--- src/rtl/r_channel.sv ---
// OBI R-channel response stage: buffers controller completions in a small circular FIFO,
// returns them to the master over rvalid/rready and throttles A-channel acceptance via internal_gnt.
module r_channel #(
    parameter int DATA_WIDTH      = 32,
    parameter int FIFO_DEPTH      = 2,
    parameter int MAX_OUTSTANDING = 2
) (
    input  logic                  clk,
    input  logic                  rst_n,
    // A-channel side
    input  logic                  a_fire,
    output logic                  internal_gnt,
    // controller completion side
    input  logic                  ctrl_valid,
    output logic                  ctrl_ready,
    input  logic [DATA_WIDTH-1:0] ctrl_rdata,
    input  logic                  ctrl_err,
    // OBI R channel
    output logic                  obi_rvalid,
    input  logic                  obi_rready,
    output logic [DATA_WIDTH-1:0] obi_rdata,
    output logic                  obi_err,
    // status
    output logic                  spurious_rsp
);

    // Handshakes: a transfer happens on a rising edge where valid && ready are both high.
    // obi_rvalid never drops and the head entry never changes until that transfer.

    localparam int OCW  = $clog2(MAX_OUTSTANDING + 1);
    localparam int FCW  = $clog2(FIFO_DEPTH + 1);
    localparam int PW   = (FIFO_DEPTH > 1) ? $clog2(FIFO_DEPTH) : 1;
    localparam int EW   = DATA_WIDTH + 1;
    localparam int CMPW = (OCW > FCW) ? OCW : FCW;

    logic [OCW-1:0] out_cnt_q,  out_cnt_d;
    logic [FCW-1:0] fifo_cnt_q, fifo_cnt_d;
    logic [PW-1:0]  wr_ptr_q,   wr_ptr_d;
    logic [PW-1:0]  rd_ptr_q,   rd_ptr_d;
    logic           spurious_q, spurious_d;
    logic [EW-1:0]  mem_q [FIFO_DEPTH];

    logic full;
    logic empty;
    logic r_fire;
    logic push_req;
    logic nothing_pending;
    logic push;
    logic pop;

    function automatic logic [PW-1:0] ptr_inc(input logic [PW-1:0] p);
        if (p == PW'(FIFO_DEPTH - 1)) begin
            return '0;
        end
        return p + PW'(1);
    endfunction

    // Status and output decode, all from registered state (no ctrl->obi combinational path).
    always_comb begin
        full            = (fifo_cnt_q == FCW'(FIFO_DEPTH));
        empty           = (fifo_cnt_q == '0);
        ctrl_ready      = !full;
        internal_gnt    = (out_cnt_q < OCW'(MAX_OUTSTANDING));
        obi_rvalid      = !empty;
        {obi_err, obi_rdata} = mem_q[rd_ptr_q];
        spurious_rsp    = spurious_q;
        r_fire          = obi_rvalid && obi_rready;
        push_req        = ctrl_valid && ctrl_ready;
        // Every outstanding request already has its answer buffered: a new completion is bogus.
        nothing_pending = (CMPW'(out_cnt_q) == CMPW'(fifo_cnt_q));
        push            = push_req && !nothing_pending;
        pop             = r_fire;
    end

    always_comb begin
        out_cnt_d  = out_cnt_q;
        fifo_cnt_d = fifo_cnt_q;
        wr_ptr_d   = wr_ptr_q;
        rd_ptr_d   = rd_ptr_q;
        spurious_d = spurious_q;

        unique case ({a_fire, r_fire})
            2'b10: begin
                if (out_cnt_q != OCW'(MAX_OUTSTANDING)) begin
                    out_cnt_d = out_cnt_q + OCW'(1);
                end
            end
            2'b01: begin
                if (out_cnt_q != '0) begin
                    out_cnt_d = out_cnt_q - OCW'(1);
                end
            end
            default: ;
        endcase

        unique case ({push, pop})
            2'b10:   fifo_cnt_d = fifo_cnt_q + FCW'(1);
            2'b01:   fifo_cnt_d = fifo_cnt_q - FCW'(1);
            default: ;
        endcase

        if (push) begin
            wr_ptr_d = ptr_inc(wr_ptr_q);
        end
        if (pop) begin
            rd_ptr_d = ptr_inc(rd_ptr_q);
        end
        if (push_req && nothing_pending) begin
            spurious_d = 1'b1;
        end
    end

    always_ff @(posedge clk or negedge rst_n) begin
        if (!rst_n) begin
            out_cnt_q  <= '0;
            fifo_cnt_q <= '0;
            wr_ptr_q   <= '0;
            rd_ptr_q   <= '0;
            spurious_q <= 1'b0;
            for (int i = 0; i < FIFO_DEPTH; i++) begin
                mem_q[i] <= '0;
            end
        end else begin
            out_cnt_q  <= out_cnt_d;
            fifo_cnt_q <= fifo_cnt_d;
            wr_ptr_q   <= wr_ptr_d;
            rd_ptr_q   <= rd_ptr_d;
            spurious_q <= spurious_d;
            if (push) begin
                mem_q[wr_ptr_q] <= {ctrl_err, ctrl_rdata};
            end
        end
    end

endmodule

--- config.mk ---
export PLATFORM = sky130hd
export DESIGN_NAME = r_channel
export DESIGN_NICKNAME = d
export VERILOG_FILES = /design/src/rtl/r_channel.sv
export SDC_FILE = /design/constraint.sdc
export NUM_CORES = 1
export LEC_CHECK = 0
export ABC_AREA = 1
export ABC_CLOCK_PERIOD_IN_PS = 3700
export CAP_MARGIN = 30
export CELL_PAD_IN_SITES_DETAIL_PLACEMENT = 0
export CELL_PAD_IN_SITES_GLOBAL_PLACEMENT = 2
export CORE_UTILIZATION = 31
export DETAILED_ROUTE_END_ITERATION = 16
export PLACE_DENSITY = 0.94
export SYNTH_ARGS = -nofsm -noshare
export SYNTH_HDL_FRONTEND = slang
export SYNTH_SLANG_ARGS = --single-unit
--- constraint.sdc ---
create_clock -name clk -period 3.7 [get_ports clk]
set_input_delay 1.11 -clock clk [delete_from_list [all_inputs] [get_ports clk]]
set_output_delay 1.11 -clock clk [all_outputs]
set_load 0.01 [all_outputs]
Word level (Yosys, flattened, before mapping)
Index checks and enable logic that the tools add are counted.

Register bits: 73. Input port bits: 38. Output and inout port bits: 37. Logic and storage cells: 59.

Add/sub/neg operators: 6. $lt $le $gt $ge: 4. Eq/ne operators: 9. Multiplexer cells: 18. Bitwise logic cells: 2. Reductions and logical operators: 13.

Operators with widths (count): 2-to-1 mux 33 bit (4); bitwise mux 66 bit (1); demux 33 bit (select 1 bit) (1); 2-to-1 mux 1 bit (8); one-hot mux 2 bit (2 select lines) (2); == test 2 bit, second input constant (3); inequality test 2 bit, second input constant (3); nonzero test 2 bit (3); logical AND 1 bit (5); adder 2 x 1 -> 2 bit, second input constant (2); == test 2 x 1 -> 1 bit, second input constant (2); greater-or-equal comparator 2 bit, second input constant (2); 2-to-1 mux 2 bit (2); inverter 1 -> 2 bit (2); subtractor 2 x 1 -> 2 bit, second input constant (2); zero test 1 bit (3); AND reduction 3 bit (1); adder 1 bit, second input constant (2); == test 2 bit (1); zero test 2 bit (1); less-than comparator 2 x 1 -> 1 bit, second input constant (1); less-than comparator 2 bit, second input constant (1).

Logic depth before layout (Yosys ltp)
Depth after elaboration: 6. Mapped depth: 11. Depth with buffers taken out: 11.

Worst setup path after synthesis
Ideal clock, no wire load.

Path kind: input to register. From: input ctrl_valid. To: register fifo_cnt_q[1]. Setup time: 131 ps. Arrival: 2187 ps. Data required time: 3569 ps. Path slack: 1382 ps. Stages: 7. Path buffers: 1. Cells stage by stage: a21boi_4 -> buf_4 -> nand2_1 -> ha_1 -> a21oi_1 -> o21ai_0 -> xor2_1.

Longest elaborated chain between the ends: 4. Elaborated cells between the ends (all ways): 6. Those cells by class: 2 x eq/ne; 1 x mux; 3 x reduce/logical.

Ends and longest elaborated chain: start: declaration (RTL line 14) `input logic ctrl_valid,`; logical AND 1 bit (*) (RTL line 68) `push_req = ctrl_valid && ctrl_ready;`; logical AND 1 bit (*) (RTL line 71) `push = push_req && !nothing_pending;`; == test 2 x 1 -> 1 bit / == test 2 bit (equally long branches) (RTL line 96) `unique case ({push, pop})`; one-hot mux 2 bit (2 select lines) / nonzero test 2 bit (equally long branches); end signal: assignment (RTL line 125) `fifo_cnt_q <= fifo_cnt_d;`; end: declaration (RTL line 37) `logic [FCW-1:0] fifo_cnt_q, fifo_cnt_d;`.

Every way passes the cells marked *; elsewhere a longest branch is shown, timed or not. A chain may end at the register's enable or synchronous reset.

Worst setup path after layout
From: register rd_ptr_q. To: output obi_rdata[3].

Longest elaborated chain between the ends: 4.

Ends and longest elaborated chain: start: declaration (RTL line 39) `logic [PW-1:0] rd_ptr_q, rd_ptr_d;`; start signal: assignment (RTL line 127) `rd_ptr_q <= rd_ptr_d;`; inverter 1 -> 2 bit (implied by the code) (RTL line 65) `{obi_err, obi_rdata} = mem_q[rd_ptr_q];`; 2-to-1 mux 33 bit (implied by the code) (3 in a row) (RTL line 65); end: declaration (RTL line 21) `output logic [DATA_WIDTH-1:0] obi_rdata,`.

Every way passes these cells. The select of a mux whose other input is x is not followed.

==> impl_metrics.toml <==
[cts]
cts_tree = "yes"
htree_levels = 3
root_buffer = "clkbuf_16"
clk_path_buf_depth = 2
numCtsBuffers = 9
cts_hold_buf = 0
cts_sinks = 73
post_cts_buffers = 0
cts_resized = 0
insertion_delay_ns = 0.33
clk_pin_slew_ns = 0.05

[synthesis]
synth_top_flop_cell = "dfrtp_1"
synthAdderAreaFrac_pct = 1.060
synth-simple-area-share_pct = 39.68
synth_top_family_by_area = "simple AND/OR/NAND/NOR gates"
synth_area_mm2 = 0.003541
synth_fp_nets = 493
synth.mux.area_fraction_pct = 0
yosysSeqAreaShare_pct = 51.59
netlist_instances = 452
ys_warn_count = 0
synth_most_common_cell = "nand2_1"
synth_top_area_share_pct = 51.59
synthXorXnorAreaFrac_pct = 0.9894
avgSynthCellArea_um2 = 7.834
yosysUniqueCellTypes = 21
yosys.area.top_type = "dfrtp_1"
synth_area_leaders = "dfrtp_1, nand2_1, nand4_1, clkbuf_1, buf_4"
synth_seq_cells = 73
synth_edf_count = 0
ys_top_cells_by_count = "nand2_1, dfrtp_1, nand4_1"
synth_compound_area_share_pct = 1.025
async_reset_ff_share_pct = 100.0

[finish]
insertedDiodeCount = 0
drive_gt1_share_pct = 5.814
area_delta_synth_final_pct = 31.98
final_cells = 656
nets = 555
stdcell_area_mm2 = 0.004673

[worst_setup_path]
r2r-end = "mem_q[63]"
critPathLaunchType = "flop"
crit_path_end_kind = "primary output"
path_common_cell = "nand2_1"
worstPathArrival_ns = 1.97
slowest_stage = "clkdlybuf4s50_1"
path_max_fanout = 22
cp_cell_sequence = "clkinv_1 -> buf_12 -> nand2_1 -> nand2_1 -> clkdlybuf4s50_1"
critPathKind = "flop to primary output"
path_delay_family = "buffers and inverters"
slowest_delay_ns = 0.48
rrSetupSlack_ns = 1.44
crit_required_ns = 2.59
reg2reg_depth = 8
path_buf_inv = 3
cp.depth = 5
r2r_start = "out_cnt_q[1]"

[status]
outcome = "complete, no violations"

[hold_path]
min_from = "mem_q[7]"
whs_endpoint = "mem_q[7]"
hold_path_depth = 2
min_path_type = "flop to flop"

[floorplanning]
start_util_pct = 32.24
die_w_um = 108.9
core_area_mm2 = 0.01098
placementRows = 38
die_area_mm2 = 0.01185
die_y_um = 108.9
pin_count = 75

[routing]
vias = 3163
drc = 0
drtPass1Iterations = 4
dr.first_iter.drc_count = 146
vias_per_cell = 4.822
wl_per_cell_um = 14.33
antenna_left = 0
wl_um = 9402

[global_route]
grt_max_degree = 74
grt-busiest-layer = "met2"
use_met2_pct = 25.92
met1_usage_pct = 24.56
grt_antenna_before_repair = 0
grt_pass1_wl_um = 15500
overflow = 0
use_met3_pct = 3.108
grt_pass1_vias = 3004
grtUsageTotal_pct = 17.15

[pwr]
leakage_nw = 2.383
power_density_mw_per_mm2 = 949.4
peakVddDrop_v = 0.0004294
power_mw = 4.437

[sta]
slew_violations = 0
setup_slack_ns = 0.6240
maxClockFrequency_ghz = 0.3251
setup_viol_count_final = 0
clock_skew_ns = 0.006860
fin_crit_sh_pct = 83.13
maxSlewHeadroom_pct = 53.69
finalSetupTns_ns = 0
rsz0062_at_grt = "no"
hold_viol_final = 0
finalCriticalPeriod_ns = 3.076
tightest_slew_ns = 0.6922

[place]
place.gp.congestion = 0.7696
place_area_mm2 = 0.004375
dpl.hpwl_um = 5815
port-buffer-count = 74
dp_cells = 642
pre_cts_slack_ns = 0.8621

[job]
drv_cap = 0
-- area by class of cell --
cell class	count	area, um2
fill	1092	6310
sequential	73	1827
clock buffer	13	270.3
tap	140	175.2
multi-input combinational	336	1514
timing repair buffer	85	853.3
inverter	9	33.78
-- registers in the layout, indices dropped and copies added (netlist names) --
register / flops
out_cnt_q: 2
spurious_rsp: 1
mem_q: 66
wr_ptr_q: 1
fifo_cnt_q: 2
rd_ptr_q: 1
-- routing by layer --
layer / part of all wire (%) / wire [um]
met5: 0 / 0
met4: 1.1 / 104
met3: 4.8 / 447
met2: 46 / 4354
met1: 48 / 4495
-- layout by cell type, fill, tap and decap left out --
cell type        instances
inv_2                    2
buf_12                   1
nand3_2                  1
a21oi_1                  1
clkinv_1                 2
clkbuf_8                 3
dfrtp_1                 73
nand3_1                  4
nand4_1                 66
o21ai_0                  1
nand2_1                251
buf_16                   1
clkbuf_16                9
nand2_2                  1
xor2_1                   3
xnor2_1                  1
a21boi_4                 1
nand3b_1                 1
clkbuf_1                 1
or2_2                    1
ha_1                     3
buf_4                   10
inv_1                    5
o21bai_1                 1
clkdlybuf4s50_1         73
-- worst max path at each step --
stage	slack [ns]	startpoint	endpoint
floorplan	1.38	ctrl_valid	fifo_cnt_q[1]
CTS	0.60	rd_ptr_q	obi_rdata[3]
global route	0.45	rd_ptr_q	obi_rdata[28]
global placement	0.89	ctrl_valid	fifo_cnt_q[1]
finish	0.62	rd_ptr_q	obi_rdata[3]
detailed placement	0.86	ctrl_valid	fifo_cnt_q[1]
-- metrics by stage --
stage               utilization (%)  hold slack, ns
floorplan                         -          0.4417
global placement              39.84          0.4529
detailed placement            39.84          0.4583
CTS                           42.30          0.4714
global route                  42.55          0.4888
finish                        42.55          0.4671
-- logic make-up after synthesis --
kind of cell	after synthesis
xor gates and xnor gates	4
AOI/OAI and AO/OA	4
DFF	73
adders and majority gates	3
buffers and inverters	43
and+or+nand+nor	325
-- worst min-delay path, cell delays in order, from the launching register on --
cell and delay, ns:
dfrtp_1 0.33, nand2_1 0.05, nand2_1 0.05
-- power breakdown --
part | internal (mW) | leakage, nW | switching, mW
clock network | 0.497 | 0.134 | 0.296
logic | 0.937 | 1.34 | 1.31
registers | 1.18 | 0.905 | 0.213
total | 2.62 | 2.38 | 1.82
(Power assumes the default switching activity.)
